<file path="config.mk">
export PLATFORM = sky130hd
export DESIGN_NAME = alu_sequencer
export DESIGN_NICKNAME = d
export VERILOG_FILES = /design/src/rtl/alu_sequencer.sv
export SDC_FILE = /design/constraint.sdc
export NUM_CORES = 1
export LEC_CHECK = 0
export ABC_AREA = 1
export CORE_UTILIZATION = 42
export CTS_CLUSTER_DIAMETER = 150
export DETAILED_ROUTE_END_ITERATION = 8
export PLACE_DENSITY = 0.84
export SETUP_SLACK_MARGIN = 0.15
export SKIP_CTS_REPAIR_TIMING = 1
export SLEW_MARGIN = 10
export SYNTH_ARGS = -nofsm -noshare
export SYNTH_HDL_FRONTEND = slang
export SYNTH_SLANG_ARGS = --single-unit
export TNS_END_PERCENT = 50
</file>
<file path="constraint.sdc">
create_clock -name clk -period 1.65 [get_ports clk]
set_input_delay 0.165 -clock clk [delete_from_list [all_inputs] [get_ports clk]]
set_output_delay 0.165 -clock clk [all_outputs]
set_load 0.1 [all_outputs]
</file>
<file path="src/rtl/alu_sequencer.sv">
// Micro-sequencer running one 8-bit ALU operation per command over the main bus.
// Define ALU_SEQ_CHAIN_EN to let ADD/SUB/CMP reuse register A from the previous result.
module alu_sequencer #(
  parameter logic [2:0] IDLE_SEL        = 3'd7,
  parameter int         CHAIN_DEPTH_MAX = 255
) (
  input  logic       clk,
  input  logic       rst,
  input  logic       cmd_valid,
  output logic       cmd_ready,
  input  logic [1:0] cmd_op,
  input  logic       cmd_chain,
  input  logic [7:0] cmd_a,
  input  logic [7:0] cmd_b,
  input  logic [7:0] bus_in,
  output logic [7:0] bus_out,
  output logic       bus_oe,
  output logic [2:0] outctl,
  output logic [2:0] loadctl,
  output logic       alt,
  output logic       calcfn,
  input  logic [3:0] fin,
  output logic       rsp_valid,
  input  logic       rsp_ready,
  output logic [7:0] rsp_data,
  output logic [3:0] rsp_flags,
  output logic [7:0] chain_cnt
);

  typedef enum logic [2:0] {
    S_IDLE,
    S_LDA,
    S_LDB,
    S_CALC,
    S_PASSOUT,
    S_RESP
  } state_t;

  localparam logic [1:0] OP_ADD  = 2'b00;
  localparam logic [1:0] OP_CMP  = 2'b10;
  localparam logic [1:0] OP_PASS = 2'b11;

  state_t     r_state;
  state_t     w_next;
  logic [1:0] r_op;
  logic [7:0] r_a;
  logic [7:0] r_b;
  logic [7:0] r_rsp_data;
  logic [3:0] r_rsp_flags;
  logic       w_accept;
  logic       w_chain_ok;
  logic       w_chain_take;
  logic [7:0] w_chain_cnt;

  assign cmd_ready    = (r_state == S_IDLE) & ~rst;
  assign w_accept     = cmd_valid & cmd_ready;
  assign rsp_valid    = (r_state == S_RESP);
  assign rsp_data     = r_rsp_data;
  assign rsp_flags    = r_rsp_flags;
  assign chain_cnt    = w_chain_cnt;
  assign w_chain_take = w_chain_ok & cmd_chain & (cmd_op != OP_PASS);

`ifdef ALU_SEQ_CHAIN_EN
  localparam logic [7:0] CNT_MAX = 8'(CHAIN_DEPTH_MAX);

  logic       r_chain_ok;
  logic [7:0] r_chain_cnt;

  // A only holds a reusable result after an ADD/SUB write-back
  always_ff @(posedge clk or posedge rst) begin
    if (rst) begin
      r_chain_ok  <= 1'b0;
      r_chain_cnt <= 8'd0;
    end else begin
      if (w_accept) begin
        if (!w_chain_take)
          r_chain_cnt <= 8'd0;
        else if (r_chain_cnt != CNT_MAX)
          r_chain_cnt <= r_chain_cnt + 8'd1;
      end
      if (r_state == S_CALC)
        r_chain_ok <= (r_op != OP_CMP);
      else if (r_state == S_PASSOUT)
        r_chain_ok <= 1'b0;
    end
  end

  assign w_chain_ok  = r_chain_ok;
  assign w_chain_cnt = r_chain_cnt;
`else
  logic [7:0] w_unused_cfg;

  assign w_unused_cfg = 8'(CHAIN_DEPTH_MAX);
  assign w_chain_ok   = 1'b0;
  assign w_chain_cnt  = 8'd0;
`endif

  always_ff @(posedge clk or posedge rst) begin
    if (rst) begin
      r_state     <= S_IDLE;
      r_op        <= 2'b00;
      r_a         <= 8'd0;
      r_b         <= 8'd0;
      r_rsp_data  <= 8'd0;
      r_rsp_flags <= 4'd0;
    end else begin
      r_state <= w_next;
      if (w_accept) begin
        r_op <= cmd_op;
        r_a  <= cmd_a;
        r_b  <= cmd_b;
      end
      if (r_state == S_CALC || r_state == S_PASSOUT) begin
        r_rsp_data  <= bus_in;
        r_rsp_flags <= fin;
      end
    end
  end

  always_comb begin
    w_next  = r_state;
    outctl  = IDLE_SEL;
    loadctl = IDLE_SEL;
    bus_oe  = 1'b0;
    bus_out = 8'd0;
    alt     = 1'b0;
    calcfn  = 1'b1;
    unique case (r_state)
      S_IDLE: begin
        if (w_accept)
          w_next = w_chain_take ? S_LDB : S_LDA;
      end
      S_LDA: begin
        bus_oe  = 1'b1;
        bus_out = r_a;
        loadctl = 3'd0;
        w_next  = (r_op == OP_PASS) ? S_PASSOUT : S_LDB;
      end
      S_LDB: begin
        bus_oe  = 1'b1;
        bus_out = r_b;
        loadctl = 3'd1;
        w_next  = S_CALC;
      end
      S_CALC: begin
        outctl  = 3'd2;
        alt     = (r_op != OP_ADD);
        calcfn  = 1'b0;
        loadctl = (r_op == OP_CMP) ? IDLE_SEL : 3'd0;
        w_next  = S_RESP;
      end
      S_PASSOUT: begin
        outctl = 3'd0;
        w_next = S_RESP;
      end
      S_RESP: begin
        if (rsp_ready)
          w_next = S_IDLE;
      end
      default: w_next = S_IDLE;
    endcase
  end

endmodule
</file>
After elaboration in Yosys (flattened, before gate mapping)
Index checks and enable logic that the tools add are counted.
- register bits after elaboration: 33
- latch bits: 0
- bits in writable memories: 0
- ROM bits: 0
- bits of input ports: 35
- output and inout port bits: 39
- logic and storage cells: 35
- memories: 0
- add/subtract/negate cells: 0
- multiply operators: 0
- div/mod/pow operators: 0
- order comparisons: 0
- equal/unequal tests: 9
- shift operators: 0
- mux-type cells: 11
- bitwise operators: 3
- reductions and logical operators: 6
- operators with widths (cell ; count):
    one-hot mux 8 bit (2 select lines) ; 1
    one-hot mux 3 bit (5 select lines) ; 1
    2-to-1 mux 3 bit ; 4
    one-hot mux 3 bit (3 select lines) ; 1
    == test 3 x 2 -> 1 bit, second input constant ; 2
    == test 3 bit, second input constant ; 2
    one-hot mux 3 bit (2 select lines) ; 1
    == test 2 bit, second input constant ; 2
    OR reduction 2 bit ; 2
    == test 3 x 1 -> 1 bit, second input constant ; 1
    zero test 3 bit ; 1
    2-to-1 mux 1 bit ; 3
    bitwise AND 1 bit ; 2
    != test 2 x 1 -> 1 bit, second input constant ; 1
    != test 2 bit, second input constant ; 1
    AND reduction 2 bit ; 1
    nonzero test 2 bit ; 1
    logical OR 1 bit ; 1
    NOT 1 bit ; 1

Longest topological paths before layout
- depth in word-level cells: 5
- gate-level depth with buffers: 8
- mapped depth without buffers: 6

Worst setup path before layout
Ideal clock, no wire load.
- path kind: register to output
- from: reg r_state[1]
- to: out alt
- data arrival time: 2.932 ns
- required time: 1.485 ns
- setup slack: -1.447 ns
- stages on the path, launching flop included: 6
- path buffers: 1
- path through: dfrtp_1 > inv_1 > nor2_1 > buf_4 > nand2_1 > nor2_1
- word-level cells in the longest chain between the ends: 2
- ends and longest elaborated chain (element ; line ; text):
    from (decl) ; 43 ; state_t r_state;
    from (signal assigned) ; 107 ; r_state <= w_next;
    == test 3 x 2 -> 1 bit ; 128 ; unique case (r_state)
    2-to-1 mux 1 bit ; 128 ;
    to (decl) ; 20 ; output logic alt,
Every way passes these cells.

Final worst setup path
- from: reg r_state[1]
- to: out loadctl[1]
- word-level cells in the longest chain between the ends: 2
- elaborated cells between the ends (all ways): 4
- those cells by class: eq/ne (3); mux (1)
- ends and longest elaborated chain (element ; line ; text):
    == test 3 x 2 -> 1 bit or == test 3 x 1 -> 1 bit (tied branches) ; 128 ;
    one-hot mux 3 bit (3 select lines) * ; 128 ;
    to (decl) ; 19 ; output logic [2:0] loadctl,
Mark *: on every way between the ends. The rest lies on a longest branch, timed or not.

==> results.yml <==
status:
  status: "finished with violations"
  violations: "setup timing"
worst_setup_path:
  path_buf_inv: 2
  worst_setup_path_end_kind: "primary output"
  critPathLaunchType: "register"
  rr_worst_depth: 8
  crit_type: "register to primary output"
  worstPathArrival_ps: 1600
  regToRegSetupSlack_ps: 60
  r2r-start: "r_state[0]$_DFFE_PP0P_"
  crit_end: "loadctl[1]"
  max_stage_delay_ps: 470
  crit_path_start: "r_state[1]$_DFFE_PP0P_"
  rr_endpoint: "r_a[7]$_DFFE_PP0P_"
  crit_chain: "inv_4, nor2_4, nand4_1, nand2_4, buf_12"
  crit_fanout: 4
  cp_top_family: "simple AND/OR/NAND/NOR gates"
  cp.required_ps: 1480
  crit_path_top_delay_cell: "dfrtp_2"
  cp.depth: 5
floorplan:
  initial_utilization_pct: 44.8
  dieArea_um2: 4250
  ios: 74
  die_x_um: 65.2
  rows: 22
  fp.dieH_um: 65.2
  core_area_um2: 3740
synth:
  synth_cells: 203
  netlist_top_cells_area: "dfrtp_1 (49%), nand2_1 (18%), nand3_1 (5.7%)"
  yosys.area.top_type_share_pct: 49.2
  yosys_warnings: 0
  seq_area_frac_synth_pct: 49.2
  yosysTopAreaCell: "dfrtp_1"
  syn_area_um2: 1680
  yosysUniqueCellTypes: 23
  avgSynthCellArea_um2: 8.27
  ys_ff_latch: 33
grt:
  grt-ovfl-total: 0
  grtUsageTotal_pct: 23.8
  grt_antenna_before_repair: 0
  grt_pass1_wl_um: 7510
  grt_max_degree: 34
  grt_pass1_vias: 1566
clock_network:
  cts_buffers: 5
  clk_pin_slew_worst_paths_ps: 80
  cts_sinks: 33
  cts_tree: "built"
  clockRootBuffer: "clkbuf_8"
  clk_latency_ps: 300
  clock_path_buffers: 2
  h-tree-depth: 2
timing:
  grt_setup_unrepaired: "yes"
  max-slew-margin-rel_pct: 57.0
  min_period_over_period_pct: 107
  worst_pin_slew_ps: 643
  final_max_slew_viol_count: 0
  hold_viol: 0
  fmax_mhz: 566
  setup_violations: 17
  fin_skew_ps: 11.2
  worst_slack_ps: -117
  period_minus_slack_ps: 1770
run:
  cap_viol_max_count: 0
route:
  num_vias: 1797
  totalWireLength_um: 6140
  viasPerCell: 5.32
  drc: 0
  drtIter0Drc: 134
  postRouteAntennaNets: 0
  wire_per_inst_um: 18.2
  drt_pre_antenna_iters: 4
placement:
  dp_hpwl_um: 3320
  dpl_worst_slack_ps: 107
  dpl-instance-area_um2: 2840
  port_buffers: 64
  routabilityCongestion: 0.776
finish:
  area_growth_syn_to_layout_pct: 95.6
  drive_above_1_share_pct: 40.3
  nets: 324
  n_antenna_cell: 0
  fin_area_um2: 3280
  final_util_pct: 87.7
hold_path:
  hold_path_class: "input port to register"
## worst register-to-register path: stages (launching register included)
cell     delay, ps
dfrtp_1        450
buf_6          170
nor2_8         140
nand2_4         80
nor2_4         140
buf_4          180
nand2_8        110
nand2_1        150
nand2_1         60
## area by class of cell
| cell class | instances | area (µm²) |
|---|---|---|
| Clock inverter | 1 | 30.0 |
| Sequential cell | 33 | 828 |
| Inverter | 15 | 67.6 |
| Fill cell | 161 | 462 |
| Tap cell | 48 | 60.1 |
| Timing Repair Buffer | 91 | 1230 |
| Clock buffer | 7 | 86.3 |
| Multi-Input combinational cell | 143 | 982 |
## metal layers
layer  wire, µm  up-vias  part of all wire (%)  track usage [%]
met4        124        0                   2.0             7.34
met2       3450       90                    56             42.8
met3        312       16                   5.1             5.90
li1           -      793                     -                -
met1       2260      898                    37             27.5
met5          0        -                     0                0
## layout by cell type, fill, tap and decap left out, drive strengths merged
cell type	netlist	routed
clkinvlp	0	1
buf	19	58
nand3	28	28
clkdlybuf4s50	0	33
nand2	83	83
bufinv	0	1
o21bai	1	1
clkbuf	0	7
nand4	2	2
nand3b	1	1
a21oi	1	1
dfrtp	33	33
nor2	8	8
clkinv	1	1
inv	14	13
nor3	1	1
conb	1	8
o21ai	10	10
## cell usage after synthesis
cell	number
nand2_1	81
dfrtp_1	33
nand3_1	19
inv_1	13
buf_4	11
nand3_2	9
o21ai_0	9
nor2_1	6
buf_2	5
buf_6	2
nand2_2	2
nand4_1	2
a21oi_1	1
buf_8	1
clkinv_1	1
conb_1	1
inv_2	1
nand3b_1	1
nor2_4	1
nor2_8	1
nor3_1	1
o21ai_2	1
o21bai_1	1
## kinds of logic after synthesis
logic type / share of synthesized area [%]
flip-flops: 49.2
AO/OA/AOI/OAI: 3.95
buffers and inverters: 12.0
AND/OR/NAND/NOR: 34.6
other: 0.223
## stage by stage
| stage | setup TNS, ps | cells | hold slack (ps) |
|---|---|---|---|
| final | -1300 | 338 | 404 |
| after global routing | -1950 | 338 | 410 |
| after CTS | -2570 | 321 | 398 |
| after detailed placement | 0 | 313 | 459 |
| after global placement | 0 | 313 | 454 |
| after floorplan | 0 | 210 | 275 |
## flip-flops by register name, indices dropped and copies added, names as in the netlist
name and count:
r_a 8, r_b 8, rsp_data 8, rsp_flags 4, r_state 3, r_op 2
## how the worst min path moves through the flow
| stage | start | end | slack, ps | depth (start not counted) |
|---|---|---|---|---|
| 3_5_place_dp | r_b[0]$_DFFE_PP0P_ | r_b[0]$_DFFE_PP0P_ | 460 | 2 |
| 4_1_cts | bus_in[5] | rsp_data[5]$_DFFE_PP0N_ | 400 | 3 |
| 5_1_grt | bus_in[6] | rsp_data[6]$_DFFE_PP0N_ | 410 | 3 |
| 6_report | fin[1] | rsp_flags[1]$_DFFE_PP0N_ | 400 | 3 |
| 2_1_floorplan | bus_in[0] | rsp_data[0]$_DFFE_PP0N_ | 270 | 2 |
| 3_3_place_gp | r_a[5]$_DFFE_PP0P_ | r_a[5]$_DFFE_PP0P_ | 450 | 2 |
Power is left out: the tool's default activity adds up to more than one toggle a clock period on the data nets, which glitch-free logic cannot reach.
==> edit 1 (same flow settings) <==
The 6 states of `state_t` get a one-hot encoding in 6 bits.
--- a/src/rtl/alu_sequencer.sv
+++ b/src/rtl/alu_sequencer.sv
@@ -28,11 +28,11 @@
 );
 
-  typedef enum logic [2:0] {
-    S_IDLE,
-    S_LDA,
-    S_LDB,
-    S_CALC,
-    S_PASSOUT,
-    S_RESP
+  typedef enum logic [5:0] {
+    S_IDLE    = 6'b000001,
+    S_LDA     = 6'b000010,
+    S_LDB     = 6'b000100,
+    S_CALC    = 6'b001000,
+    S_PASSOUT = 6'b010000,
+    S_RESP    = 6'b100000
   } state_t;
 
Behaviour: no difference found for any inputs over 10 cycles, from zero or initial values and one cycle with rst high; not proved beyond that.
==> edit 1 against the unedited design <==
The run still ends with setup timing left; worst setup slack lost 190 ps; non-clock buffer count is 6 lower; via count down 8.8%; register-to-register slack got worse by 130 ps; sequential cell count is 3 higher; highest routed layer unchanged; first-iteration DRC count down 72%; utilization shrank 3.1 points; final area fell by 2.8%; wire length shrank 16%; synthesized cell count shrank 3.4%; largest cell class unchanged; clock skew shrank 6.2 ps; area after synthesis rose by 1.4%.
==> edit 1: results (changes against the unedited design) <==
stage;metric;value;unit;change
sta;setup_viol;35;;was 17
critical_path;cp.arrival;1800;ps;was 1600 ps
synthesis;yosysSeqAreaShare;53.0;%;was 49.2%
global_route;grt_max_degree;38;;was 34
critical_path;cp_slowest_cell;dfstp_2;;was dfrtp_2
critical_path;critical_path.endpoint;loadctl[0];;was loadctl[1]
place;pre_cts_ws;94.4;ps;was 107 ps
drt;wl_per_cell;15.8;um;was 18.2 um
sta;setup_ws;-312;ps;was -117 ps
synthesis;synth-compound-area-share;11.5;%;was 3.95%
final_layout;nets;313;;was 324
sta;final.setup_skew;5.00;ps;was 11.2 ps
final_layout;instances_no_fill;327;;was 338
final_layout;drive_gt1_share;35.5;%;was 40.3%
global_route;grt_use_met1;25.6;%;was 27.5%
run_status;outcome;finished with violations;;unchanged
global_route;grt_pass1_wl;6710;um;was 7510 um
critical_path;r2r_cells;7;;was 8
run_status;failed_checks;setup timing;;unchanged
global_route;use_met3;6.42;%;was 5.90%
critical_path;r2r_end;r_a[2];;was r_a[7]
drt;viasPerCell;5.01;;was 5.32
global_route;grt.total_usage;20.9;%;was 23.8%
sta;whs;416;ps;was 404 ps
drt;wl_met3;294;um;was 312 um
global_route;grt_util_met2;34.8;%;was 42.8%
==> edit 1: final cells by class <==
class / count / area, sq um / share of cell area (%)
Sequential cell: 36 / 902 / 28.3
Timing Repair Buffer: 85 / 1220 / 38.2
Multi-Input combinational cell: 123 / 815 / 25.5
Tap cell: 48 / 60.1 / 1.88
Clock buffer: 8 / 90.1 / 2.82
Inverter: 27 / 106 / 3.33
==> edit 1: power by group <==
group	leakage (nW)	total, W	switching [W]	internal (W)
registers	0.427	0.00156	0.000282	0.00128
logic	0.974	0.00399	0.00259	0.00139
clock network	0.0455	0.000647	0.000306	0.000341
==> edit 1: how the worst min path moves through the flow <==
stage	from	endpoint	cells past startpoint
final	bus_in[7]	rsp_data[7]	3
after global routing	fin[1]	rsp_flags[1]	3
after CTS	bus_in[7]	rsp_data[7]	3
after detailed placement	r_op[0]	r_state[2]	1
after global placement	r_op[0]	r_state[2]	1
after floorplan	bus_in[4]	rsp_data[4]	2
==> edit 2 (same settings) <==
Made on the original files. Add a define of `ALU_SEQ_CHAIN_EN`.
--- a/src/rtl/alu_sequencer.sv
+++ b/src/rtl/alu_sequencer.sv
@@ -1,4 +1,6 @@
 // Micro-sequencer running one 8-bit ALU operation per command over the main bus.
 // Define ALU_SEQ_CHAIN_EN to let ADD/SUB/CMP reuse register A from the previous result.
+`define ALU_SEQ_CHAIN_EN
+
 module alu_sequencer #(
   parameter logic [2:0] IDLE_SEL        = 3'd7,
Behaviour: not the same (a bounded check fails within 10 cycles, from zero or initial values and one cycle with rst high).
==> edit 2 against the unedited design <==
The flow still finishes with violations (setup timing); count of clock-buffer cells in the layout unchanged; sequential cell count up 9; synthesized cell count is 27% higher; area after synthesis increased by 21%; die area is 21% higher; first-iteration DRC count shrank 0.75%; worst setup slack improved by 19 ps; final area is 9.7% higher; wire length shrank 14%; largest cell class unchanged; highest routed layer unchanged.
Power is not shown: default switching activity piles up to over one toggle a cycle in this logic, so the estimate is an artifact.
==> edit 2: results (changes against the unedited design) <==
stage;metric;value;unit;change
global_route;grt.total_usage;22.0;%;was 23.8%
global_route;globalRoute.totalOverflow;0;;unchanged
drt;viasPerCell;5.03;;was 5.32
clock_network;cts_buffers;5;;unchanged
synthesis;synthFlopType;dfrtp_1;;unchanged
run_status;failed_checks;setup timing;;unchanged
global_route;grt_pass1_vias;1906;;was 1566
critical_path;cp_slowest_cell;dfrtp_2;;unchanged
final_layout;nets;371;;was 324
critical_path;max_stage_delay;480;ps;
synthesis;synthXorXnorAreaFrac;0.860;%;was 0%
global_route;grt_max_degree;43;;was 34
synthesis;synth_mux_area_share;0;%;unchanged
critical_path;crit_family;buffers and inverters;;was simple AND/OR/NAND/NOR gates
clock_network;clk_latency;300;ps;about the same
synthesis;yosysSeqAreaShare;51.6;%;was 49.2%
synthesis;synth_warnings;0;;unchanged
drt;firstDrtPassIters;4;;unchanged
critical_path;cp.arrival;1580;ps;was 1600 ps
drt;wl_per_cell;13.6;um;was 18.2 um
sta;whs;402;ps;was 404 ps
place;gp_congestion;0.798;;was 0.776
synthesis;syn_nets;293;;
critical_path;r2r_setup_slack;220;ps;was 60 ps
synthesis;synthAdderAreaFrac;0.615;%;was 0%
drt;initialDrtViolationCount;133;;was 134
critical_path;r2r_cells;6;;was 8
clock_network;clkSlewWorstSetupHoldPaths;80;ps;about the same
global_route;antenna_found_initial;0;;unchanged
sta;final.setup_skew;4.53;ps;was 11.2 ps
synthesis;synth.area.top_cells;dfrtp_1 (52%), nand2_1 (18%), inv_1 (5.5%);;was dfrtp_1 (49%), nand2_1 (18%), nand3_1 (5.7%)
place;post_dp_cell_area;0.00341;sq mm;was 0.00284 sq mm
final_layout;fillerInstances;276;;was 161
clock_network;root_buffer;clkbuf_8;;unchanged
place;port_buffers;73;;was 64
final_layout;n_antenna_cell;0;;unchanged
sta;setup_viol;12;;was 17
global_route;grt_pass1_wl;8690;um;was 7510 um
synthesis;synth-compound-area-share;9.22;%;was 3.95%
sta;relSlewSlack;64.6;%;was 57.0%
critical_path;cp_max_fo;11;;was 4
hold_path;holdPathStages;3;;unchanged
hold_path;hold_class;in -> reg;;unchanged
clock_network;cts.htree.levels;2;;unchanged
synthesis;synth_cell_types;22;;was 23
clock_network;clockBufferDepth;2;;unchanged
sta;setup_ws;-98.6;ps;was -117 ps
synthesis;synthArstFlopShare;100;%;unchanged
place;dpl.hpwl;3760;um;was 3320 um
final_layout;drive_gt1_share;29.5;%;was 40.3%
run_status;outcome;finished with violations;;unchanged
synthesis;synthTopCellsByCount;nand2_1 (97), dfrtp_1 (42), inv_1 (30);;was nand2_1 (81), dfrtp_1 (33), nand3_1 (19)
edit 2: cell types whose count changed in the layout (fill, tap and decap cells not counted), sizes merged, moves of 8 or more:
| cell | change |
|---|---|
| o21ai | +12 |
| buf | -12 |
| o22ai | +8 |
| inv | +19 |
| conb | -8 |
| nand3 | -9 |
| dfrtp | +9 |
| nand2 | +17 |
edit 2: path summary, 6_finish.rpt:
path | from | end
worst max-delay path | r_state[2] | bus_out[3]
worst min-delay path | bus_in[1] | rsp_data[1]
worst max register to register | r_state[0] | r_b[6]
worst min register to register | rsp_flags[0] | rsp_flags[0]
max in group asynchronous | rst | chain_cnt[1]
min in group asynchronous | rst | r_chain_ok
edit 2: final cells by class:
type	instances	area share (%)
Clock inverter	1	0.139
Inverter	34	4.07
Clock buffer	7	2.40
Multi-Input combinational cell	172	28.6
Timing Repair Buffer	80	33.3
Sequential cell	42	29.7
Tap cell	52	1.81
edit 2: layer usage:
metal / track usage [%] / share of wire (%) / vias up
met2: 36.8 / 53 / 59
met1: 27.9 / 41 / 920
li1: - / - / 964
met4: 6.97 / 1.4 / 0
met5: 0 / 0 / -
met3: 5.91 / 4.9 / 9
edit 2: metrics by stage:
step	setup TNS, ps	instances	setup WS (ps)	util, %
after floorplan	-346	257	-111	-
after global placement	0	377	122	75.6
after detailed placement	0	377	89.0	75.6
after CTS	-2300	385	-251	77.7
after global routing	-1910	388	-156	79.9
final	-973	388	-98.6	79.9
edit 2: kinds of logic after synthesis:
kind of cell / after synthesis
buffers and inverters: 43
flip-flops: 42
XOR/XNOR: 2
AND/OR/NAND/NOR: 134
AO/OA/AOI/OAI: 35
adder cells (fa/ha/maj): 1
edit 2: worst min-delay path, delay by kind of cell:
family | cells | cell delay, ps
and+or+nand+nor | 2 | 100
buffers and inverters | 1 | 390
